[src/rtl/display_pkg.sv]
// display_pkg -- shared constants for the display scan controller:
// window-state encodings, scan-index constants and seven-segment patterns.
package display_pkg;

   // One-hot so the state register can drive the win output directly
   typedef enum logic [2:0] {
      W0 = 3'b001,   // digits 2..0
      W1 = 3'b010,   // digits 3..1
      W2 = 3'b100    // digits 4..2
   } win_state_t;

   localparam logic [1:0] SCAN_LOW  = 2'd0;
   localparam logic [1:0] SCAN_MID  = 2'd1;
   localparam logic [1:0] SCAN_HIGH = 2'd2;
   localparam logic [1:0] SCAN_SIGN = 2'd3;

   // Active-low patterns, bit order {g,f,e,d,c,b,a}
   localparam logic [6:0] SEG_0     = 7'b1000000;
   localparam logic [6:0] SEG_1     = 7'b1111001;
   localparam logic [6:0] SEG_2     = 7'b0100100;
   localparam logic [6:0] SEG_3     = 7'b0110000;
   localparam logic [6:0] SEG_4     = 7'b0011001;
   localparam logic [6:0] SEG_5     = 7'b0010010;
   localparam logic [6:0] SEG_6     = 7'b0000010;
   localparam logic [6:0] SEG_7     = 7'b1111000;
   localparam logic [6:0] SEG_8     = 7'b0000000;
   localparam logic [6:0] SEG_9     = 7'b0010000;
   localparam logic [6:0] SEG_BLANK = 7'h7F;
   localparam logic [6:0] SEG_MINUS = 7'b0111111;

   // BCD digit to segment pattern; non-decimal codes blank the digit
   function automatic logic [6:0] seg_decode(input logic [3:0] digit);
      logic [6:0] pattern;
      case (digit)
         4'd0:    pattern = SEG_0;
         4'd1:    pattern = SEG_1;
         4'd2:    pattern = SEG_2;
         4'd3:    pattern = SEG_3;
         4'd4:    pattern = SEG_4;
         4'd5:    pattern = SEG_5;
         4'd6:    pattern = SEG_6;
         4'd7:    pattern = SEG_7;
         4'd8:    pattern = SEG_8;
         4'd9:    pattern = SEG_9;
         default: pattern = SEG_BLANK;
      endcase
      return pattern;
   endfunction

endpackage

[src/rtl/btn_pulse.sv]
// btn_pulse -- two-flop synchronizer, optional debounce and rising-edge
// detector for one raw push button. Define DISPLAY_SCAN_DEBOUNCE_EN to
// require DEBOUNCE_CYCLES consecutive equal samples before a level change
// is accepted. A button already held when reset releases is ignored until
// it has been seen low.
module btn_pulse #(
   parameter int DEBOUNCE_CYCLES = 1000000
) (
   input  logic clk,
   input  logic rst_n,
   input  logic btn,
   output logic pulse
);

   logic       sync1_q, sync1_d;
   logic       sync2_q, sync2_d;
   logic       prev_q, prev_d;
   logic       armed_q, armed_d;
   logic [1:0] fill_q, fill_d;
   logic       accepted;

`ifdef DISPLAY_SCAN_DEBOUNCE_EN
   localparam int CW = $clog2(DEBOUNCE_CYCLES);
   logic          level_q, level_d;
   logic [CW-1:0] cnt_q, cnt_d;
`endif

   // Next-state for synchronizer, arming, debounce and edge detection
   always_comb begin
      sync1_d  = btn;
      sync2_d  = sync1_q;
      fill_d   = {fill_q[0], 1'b1};
      // Arm only once a genuine low has passed through the synchronizer
      armed_d  = armed_q | (fill_q[1] & ~sync2_q);
`ifdef DISPLAY_SCAN_DEBOUNCE_EN
      level_d  = level_q;
      cnt_d    = '0;
      if (sync2_q != level_q) begin
         if (cnt_q == CW'(DEBOUNCE_CYCLES - 1)) begin
            level_d = sync2_q;
         end else begin
            cnt_d = cnt_q + 1'b1;
         end
      end
      accepted = level_q;
`else
      accepted = sync2_q;
`endif
      prev_d   = accepted;
      pulse    = armed_q & accepted & ~prev_q;
   end

   // State registers
   always_ff @(posedge clk or negedge rst_n) begin
      if (!rst_n) begin
         sync1_q <= 1'b0;
         sync2_q <= 1'b0;
         prev_q  <= 1'b0;
         armed_q <= 1'b0;
         fill_q  <= 2'b00;
`ifdef DISPLAY_SCAN_DEBOUNCE_EN
         level_q <= 1'b0;
         cnt_q   <= '0;
`endif
      end else begin
         sync1_q <= sync1_d;
         sync2_q <= sync2_d;
         prev_q  <= prev_d;
         armed_q <= armed_d;
         fill_q  <= fill_d;
`ifdef DISPLAY_SCAN_DEBOUNCE_EN
         level_q <= level_d;
         cnt_q   <= cnt_d;
`endif
      end
   end

endmodule

[src/rtl/display_scan_controller.sv]
// display_scan_controller -- multiplexes a 3-digit window of a 5-digit BCD
// value plus a sign position onto a 4-digit seven-segment display. BTNL and
// BTNR scroll the window. Define DISPLAY_SCAN_DEBOUNCE_EN to debounce the
// buttons (see btn_pulse).
module display_scan_controller
   import display_pkg::*;
#(
   parameter int REFRESH_DIV     = 100000,
   parameter int DEBOUNCE_CYCLES = 1000000
) (
   input  logic        clk,
   input  logic        rst_n,
   input  logic [19:0] bcd,
   input  logic        sign,
   input  logic        BTNL,
   input  logic        BTNR,
   output logic [3:0]  anode_n,
   output logic [6:0]  seg_n,
   output logic [2:0]  win
);

   localparam int RW = $clog2(REFRESH_DIV);

   logic          step_l, step_r;
   win_state_t    state_q, state_d;
   logic [RW-1:0] ref_q, ref_d;
   logic [1:0]    scan_q, scan_d;
   logic [3:0]    anode_q, anode_d;
   logic [6:0]    seg_q, seg_d;
   logic [2:0]    win_base;
   logic [2:0]    digit_idx;
   logic [3:0]    nibble;

   btn_pulse #(.DEBOUNCE_CYCLES(DEBOUNCE_CYCLES)) u_btn_l (
      .clk   (clk),
      .rst_n (rst_n),
      .btn   (BTNL),
      .pulse (step_l)
   );

   btn_pulse #(.DEBOUNCE_CYCLES(DEBOUNCE_CYCLES)) u_btn_r (
      .clk   (clk),
      .rst_n (rst_n),
      .btn   (BTNR),
      .pulse (step_r)
   );

   // Window FSM: saturating scroll, simultaneous steps cancel
   always_comb begin
      state_d = state_q;
      win     = state_q;
      if (step_l && !step_r) begin
         case (state_q)
            W0:      state_d = W1;
            W1:      state_d = W2;
            default: state_d = W2;
         endcase
      end else if (step_r && !step_l) begin
         case (state_q)
            W2:      state_d = W1;
            W1:      state_d = W0;
            default: state_d = W0;
         endcase
      end
   end

   // Refresh divider and scan index; independent of the window
   always_comb begin
      ref_d  = ref_q + 1'b1;
      scan_d = scan_q;
      if (ref_q == RW'(REFRESH_DIV - 1)) begin
         ref_d  = '0;
         scan_d = scan_q + 2'd1;
      end
   end

   // Select the digit for the current slot and form the next output pattern
   always_comb begin
      case (state_q)
         W0:      win_base = 3'd0;
         W1:      win_base = 3'd1;
         default: win_base = 3'd2;
      endcase
      digit_idx = win_base + {1'b0, scan_q};
      case (digit_idx)
         3'd0:    nibble = bcd[3:0];
         3'd1:    nibble = bcd[7:4];
         3'd2:    nibble = bcd[11:8];
         3'd3:    nibble = bcd[15:12];
         3'd4:    nibble = bcd[19:16];
         default: nibble = 4'hF;
      endcase
      anode_d = ~(4'b0001 << scan_q);
      if (scan_q == SCAN_SIGN) begin
         seg_d = sign ? SEG_MINUS : SEG_BLANK;
      end else begin
         seg_d = seg_decode(nibble);
      end
   end

   // State and registered display outputs
   always_ff @(posedge clk or negedge rst_n) begin
      if (!rst_n) begin
         state_q <= W0;
         ref_q   <= '0;
         scan_q  <= SCAN_LOW;
         anode_q <= 4'b1111;
         seg_q   <= SEG_BLANK;
      end else begin
         state_q <= state_d;
         ref_q   <= ref_d;
         scan_q  <= scan_d;
         anode_q <= anode_d;
         seg_q   <= seg_d;
      end
   end

   assign anode_n = anode_q;
   assign seg_n   = seg_q;

endmodule

[config.mk]
export PLATFORM = sky130hd
export DESIGN_NAME = display_scan_controller
export DESIGN_NICKNAME = d
export VERILOG_FILES = /design/src/rtl/display_pkg.sv /design/src/rtl/btn_pulse.sv /design/src/rtl/display_scan_controller.sv
export SDC_FILE = /design/constraint.sdc
export NUM_CORES = 1
export LEC_CHECK = 0
export BUFFER_PORTS_ARGS = -buffer_cell sky130_fd_sc_hd__buf_2
export CAP_MARGIN = 15
export CORE_MARGIN = 3
export CORE_UTILIZATION = 45
export CTS_BUF_LIST = sky130_fd_sc_hd__clkbuf_8
export DETAILED_ROUTE_END_ITERATION = 6
export PLACE_DENSITY = 0.67
export REMOVE_ABC_BUFFERS = 1
export SLEW_MARGIN = 0
export SYNTH_ARGS = -nofsm -noshare
export SYNTH_HDL_FRONTEND = slang
export SYNTH_HIERARCHICAL = 1
export SYNTH_SLANG_ARGS = --single-unit
[constraint.sdc]
create_clock -name clk -period 5.19 [get_ports clk]
set_clock_uncertainty 0.2 [all_clocks]
set_input_delay 0.519 -clock clk [delete_from_list [all_inputs] [get_ports clk]]
set_output_delay 0.519 -clock clk [all_outputs]
set_load 0.01 [all_outputs]
Yosys cells after proc, flatten, opt, wreduce, memory -nomap -nowiden
Memory sizes are Yosys's and may differ from the RTL's.
Index checks and enable logic that the tools add are counted.
{ "word_totals": {"n_memories": 1, "ff_bits": 45, "mem_bits_ro": 112, "output_inout_bits": 14, "in_bits": 25, "word_cells": 57} }
{ "mem_list": {"columns": ["name", "words", "width", "rd", "rd_ports_with_merged_regs", "wr", "line", "rtl"], "rows": [
  ["(name not given)", 16, 7, 1, 0, 0, "display_pkg.sv:34", "case (digit)"]
]} }
{ "classes": {"n_addsub": 3, "n_reduce_logical": 6, "n_mux": 9, "n_eq_ne": 9, "n_shift": 1, "bitwise": 13} }
{ "ops": {"columns": ["cell", "n"], "rows": [
  ["4-bit one-hot mux with 5 select lines", 1],
  ["17-bit by 1-bit adder with 17-bit output (second input constant)", 1],
  ["17-bit equality test (second input constant)", 1],
  ["17-bit 2-to-1 mux", 1],
  ["7-bit 2-to-1 mux", 2],
  ["3-bit by 2-bit equality test with 1-bit output (second input constant)", 3],
  ["3-bit 2-to-1 mux", 3],
  ["1-bit AND", 6],
  ["3-bit by 1-bit equality test with 1-bit output (second input constant)", 2],
  ["3-bit equality test (second input constant)", 2],
  ["1-bit NOT", 4],
  ["4-bit NOT", 1],
  ["2-bit one-hot mux with 2 select lines", 1],
  ["1-bit by 2-bit << shifter with 4-bit output (first input constant)", 1],
  ["3-bit by 2-bit adder with 3-bit output", 1],
  ["3-bit zero test", 1],
  ["2-bit by 1-bit adder with 2-bit output (second input constant)", 1],
  ["2-bit equality test (second input constant)", 1],
  ["1-bit logical AND", 2],
  ["1-bit zero test", 2],
  ["2-bit 2-to-1 mux", 1],
  ["1-bit OR", 2],
  ["2-bit nonzero test", 1]
]} }

Logic depth before layout (Yosys ltp)
An unclocked memory read counts as a cell.
{ "logic_depth": {"depth_word": 7, "ltp_mapped": 12, "mapped_depth_nobuf": 11} }

Hierarchy
Netlist, hierarchy kept.
{ "by_module_without_submodules": {"columns": ["module", "seq_area_each_um2", "n_inst", "area_each_um2", "cells_per_inst"], "rows": [
  ["display_scan_controller", 840.8, 1, 1839.3, 178],
  ["btn_pulse", 150.1, 2, 172.7, 11]
]} }

Worst setup path after synthesis
OpenSTA, ideal clock, no wires.
{ "synth_timing": {"path_kind": "register to register", "start": "register state_q[0] (netlist: win[0])", "end": "register seg_q[5] (netlist: seg_n[5])", "required_time_ns": 4.913, "arrival_ns": 2.528, "path_slack_ns": 2.385, "setup_ns": 0.077, "synth_period_minus_slack_ns": 2.805, "path_stages_with_launch": 11, "n_path_buf": 1, "cell_sequence": "dfstp_2 > nor3_1 > ha_1 > fa_1 > buf_4 > a211o_1 > a22oi_4 > inv_2 > ha_1 > nand3b_1 > a21o_1"} }
{ "synth_via": {"elab_chain_len": 7, "word_cells_on_any_way": 12, "cone_classes": "add/sub (1); eq/ne (6); mux (3); reduce/logical (1); memory (1)"} }
{ "synth_rtl": {"columns": ["item", "line", "rtl"], "rows": [
  ["from (decl)", "display_scan_controller.sv:25", "win_state_t state_q, state_d;"],
  ["from (signal assigned)", "display_scan_controller.sv:110", "state_q <= state_d;"],
  ["3-bit by 2-bit equality test with 1-bit output / 3-bit by 1-bit equality test with 1-bit output (equally long branches)", "display_scan_controller.sv:79", "case (state_q)"],
  ["2-bit one-hot mux with 2 select lines (*)", "display_scan_controller.sv:79", null],
  ["3-bit by 2-bit adder with 3-bit output (*)", "display_scan_controller.sv:84", "digit_idx = win_base + {1'b0, scan_q};"],
  ["3-bit equality test (tied with other cells)", "display_scan_controller.sv:85", "case (digit_idx)"],
  ["4-bit one-hot mux with 5 select lines (*)", "display_scan_controller.sv:85", null],
  ["memory read 16 x 7 bit (*)", null, null],
  ["7-bit 2-to-1 mux (*)", "display_scan_controller.sv:94", "if (scan_q == SCAN_SIGN) begin"],
  ["net seg_d[5]", "display_scan_controller.sv:29", "logic [6:0] seg_q, seg_d;"],
  ["to (signal assigned)", "display_scan_controller.sv:114", "seg_q <= seg_d;"],
  ["to (decl)", "display_scan_controller.sv:29", null]
]} }
Mark *: on every way through the listed nets, which the timed path passes. The rest lies on a longest branch.
A chain may end at the register's enable or synchronous reset.

Worst setup path after layout
{ "layout_timing": {"start": "register state_q[0] (netlist: win[0])", "end": "register seg_q[6] (netlist: seg_n[6])"} }
Same word-level chain as after synthesis.

==> results.rst <==
.. list-table::
   :header-rows: 1

   * - Metric
     - Value
   * - Netlist Area Pre-Place
     - 0.00218 mm²
   * - PortBufs
     - 38
   * - Critical-path maximum fanout
     - 10
   * - Average vias per placed instance
     - 5.04
   * - Area post-placement
     - 0.00239 mm²
   * - Final worst path period share
     - 58.3%
   * - Largest net degree at the start of global routing
     - 46
   * - Post-synthesis sequential area ratio
     - 52.2%
   * - Critical path, cell by cell
     - xor2_1 > nand2b_1 > fa_1 > mux2i_1 > o32ai_1 > nand2_1 > a41oi_1
   * - H-tree levels
     - 2
   * - Post-synthesis async set-or-reset flop share
     - 100%
   * - Final routed DRC violation total
     - 0
   * - NumNets Final
     - 275
   * - Wire length of the first global-routing pass
     - 6050 µm
   * - Fraction of layout cells with a size suffix above 1
     - 28.7%
   * - Required time of the worst setup path
     - 5210 ps
   * - Worst-path clk slew
     - 90 ps
   * - Number of synthesized register bits
     - 45
   * - Proportion of power drawn by combinational gates
     - 33.0%
   * - Number of buffers added by the clock tree synthesis step
     - 5
   * - Worst-skew pair later-pin latency
     - 300 ps
   * - Cell type group with the largest total delay on the critical path
     - compound AO/OA/AOI/OAI gates
   * - Final weighted congestion of routability-driven global placement
     - 0.847
   * - Max-Cap Viols
     - 0
   * - Number of pins exceeding their max-slew limit in the final report
     - 0
   * - Relative contribution of sequential cells to total power
     - 44.4%
   * - Iter 0 DRT Violations
     - 72
   * - Kind of start point of the critical path
     - flip-flop
   * - IO Count
     - 39
   * - Count of mapped cells out of synthesis
     - 200
   * - Wire length reported by the detailed router
     - 3680 µm
   * - Maximum ir drop on the vdd rail
     - 157 µV
   * - Critical Path End Type
     - flip-flop
   * - EDFF count, synth
     - 0
   * - Post-layout minimum cycle time
     - 3030 ps
   * - Relative slew slack
     - 36.5%
   * - DR pass1 iterations
     - 5
   * - Number of clock sinks
     - 45
   * - Die H
     - 75.7 µm
   * - Prevailing post-synth register cell
     - sky130_fd_sc_hd__dfrtp_1
   * - Placed cells
     - 284
   * - Initial antenna violation count
     - 0
   * - X dimension of the die
     - 75.7 µm
   * - Worst min-delay path category
     - primary input to flip-flop
   * - Max Freq
     - 0.330 GHz
   * - Slew @ Worst Pin
     - 953 ps
   * - Leak
     - 0.00116 µW
   * - Internal power consumption
     - 649 µW
   * - Final Cell Area
     - 0.00249 mm²
   * - Hold Buf Count CTS
     - 0
   * - Synth-to-layout area growth
     - 13.9%
   * - Post-DP HPWL
     - 2620 µm
   * - Type of the worst setup path
     - flip-flop to flip-flop
   * - Tot GR Track Use
     - 14.2%
   * - Number of global-route vias before repair
     - 1360
   * - Hold Startpoint
     - BTNL
   * - Total Neg Setup Slack
     - 0 ps
   * - Bufs and invs on worst path
     - 0
   * - Clock Path Buffers
     - 2
   * - Slowest CP cell
     - sky130_fd_sc_hd__fa_1
   * - Switching portion of total power
     - 33.3%
   * - Commonest cells after routing, fill and taps aside
     - sky130_fd_sc_hd__buf_2 (38), sky130_fd_sc_hd__dfrtp_1 (33), sky130_fd_sc_hd__nor2_1 (18)
   * - TritonCTS clock tree
     - done
   * - Post-CTS setup buffers
     - 0
   * - Crit path largest cell delay
     - 760 ps
   * - Post-CTS sizing
     - 0
   * - Vias post-DR
     - 1471
   * - Status
     - completed
   * - Num rows
     - 24
   * - Yosys Warn Count
     - 6
   * - Global route overflow
     - 0
   * - Antenna Diode Count
     - 0
   * - Hold Violations, Final
     - 0
   * - Number of standard cells in the layout, taps in and fillers out
     - 292
   * - Power share of the clock group
     - 22.6%
   * - Initial cell density of the core
     - 48.5%
   * - Remaining antenna violation count
     - 0
   * - Core area
     - 0.00450 mm²
   * - Final Setup Violations
     - 0
   * - Most common library cell in the layout ignoring fill and taps
     - sky130_fd_sc_hd__buf_2
   * - Clock root cell
     - sky130_fd_sc_hd__clkbuf_8
   * - Distinct cell type count after synthesis
     - 44
   * - Average routed wire per standard cell
     - 12.6 µm
   * - Die area
     - 0.00573 mm²
   * - Data arrival time of the worst path
     - 3050 ps
   * - Critical path origin
     - win[0]$_DFFE_PN1P_
   * - Synthesized area per cell
     - 10.9 µm²
   * - Worst reg2reg startpoint
     - win[0]$_DFFE_PN1P_
   * - Power per unit of standard cell area
     - 391 mW/mm²
   * - RSZ-0062 raised after global routing
     - no
   * - Power dissipated by switching net loads
     - 324 µW
## cells in the mapped netlist, drive strengths merged, types with 3 or more instances
cell type   n  area share, %
dfrtp      33             38
nor2       18            3.1
inv        14            2.4
nand2      13            2.2
dfstp      12             14
nand3      12            2.7
ha         10            5.7
xnor2       9            3.6
a21oi       8            1.8
xor2        8            3.2
a21o        5            1.7
buf         5            1.9
nand4       5            1.4
nor2b       5            1.4
mux2i       4            1.8
o21ai       4           0.92
a211o       3            1.3
nand2b      3           0.86
## path summary, 6_finish.rpt
kind                                              endpoint  slack (ps)  cells past startpoint
worst max-delay path                    seg_n[6]$_DFF_PN1_        2160                      7
max in group asynchronous               win[1]$_DFFE_PN0P_        4040                      1
worst max register to register          seg_n[6]$_DFF_PN1_        2160                      7
worst min-delay path             u_btn_l/sync1_q$_DFF_PN0_         120                      1
min in group asynchronous        u_btn_r/armed_q$_DFF_PN0_         160                      1
worst min register to register  u_btn_l/accepted$_DFF_PN0_         160                      0
## layer usage
metal	vias up	global-route usage (%)	wire, µm
met3	6	3.56	106
met5	-	0	0
met1	693	19.0	1770
li1	754	-	-
met2	18	21.8	1730
met4	0	6.41	77
## area by class of cell
cell class / count / area, µm²
clock buffers: 5 / 68.8
clock inverters: 3 / 25.0
fillers: 392 / 2020
inverters: 14 / 52.6
multi-input cells: 135 / 945
flip-flops and latches: 45 / 1140
well taps: 52 / 65.1
repair buffers: 38 / 190
## flip-flops by register name, indices dropped and copies added (netlist names), 2 cells and up
register	flops
win	3
u_btn_l/fill_q	2
anode_n	4
seg_n	7
ref_q	17
scan_q	2
u_btn_r/fill_q	2
## metrics by stage
step | setup slack, ps | util (%) | total power (µW) | hold WS [ps]
after floorplan | 2410 | - | 668 | 23.4
after global placement | 2290 | 53.1 | 758 | 132
after detailed placement | 2140 | 53.1 | 761 | 136
after CTS | 2140 | 55.2 | 988 | 108
after global routing | 1940 | 55.2 | 1040 | 105
final | 2160 | 55.2 | 973 | 117
## kinds of logic after synthesis
| family | count (synthesis) | share of synthesized area (%) |
|---|---|---|
| buf+inv | 20 | 4.52 |
| simple gates | 68 | 15.7 |
| mux | 6 | 2.86 |
| fa+ha+maj | 11 | 6.64 |
| xor+xnor | 17 | 6.82 |
| compound gates | 31 | 10.9 |
| flops | 45 | 52.2 |
| other cells | 2 | 0.344 |
## power by group through the flow
stage / clock, µW / sequential, µW / combinational, µW
2_1_floorplan: 0 / 454 / 214
3_3_place_gp: 0 / 438 / 320
3_5_place_dp: 0 / 438 / 323
4_1_cts: 230 / 433 / 325
5_1_grt: 243 / 436 / 360
6_report: 220 / 432 / 321
## worst reg2reg max path: stages, from the launching register on
cell                       delay (ps)
sky130_fd_sc_hd__dfstp_2          600
sky130_fd_sc_hd__xor2_1           150
sky130_fd_sc_hd__nand2b_1          90
sky130_fd_sc_hd__fa_1             760
sky130_fd_sc_hd__mux2i_1          160
sky130_fd_sc_hd__o32ai_1          630
sky130_fd_sc_hd__nand2_1          130
sky130_fd_sc_hd__a41oi_1          230
Power figures use the tool's default switching activity.
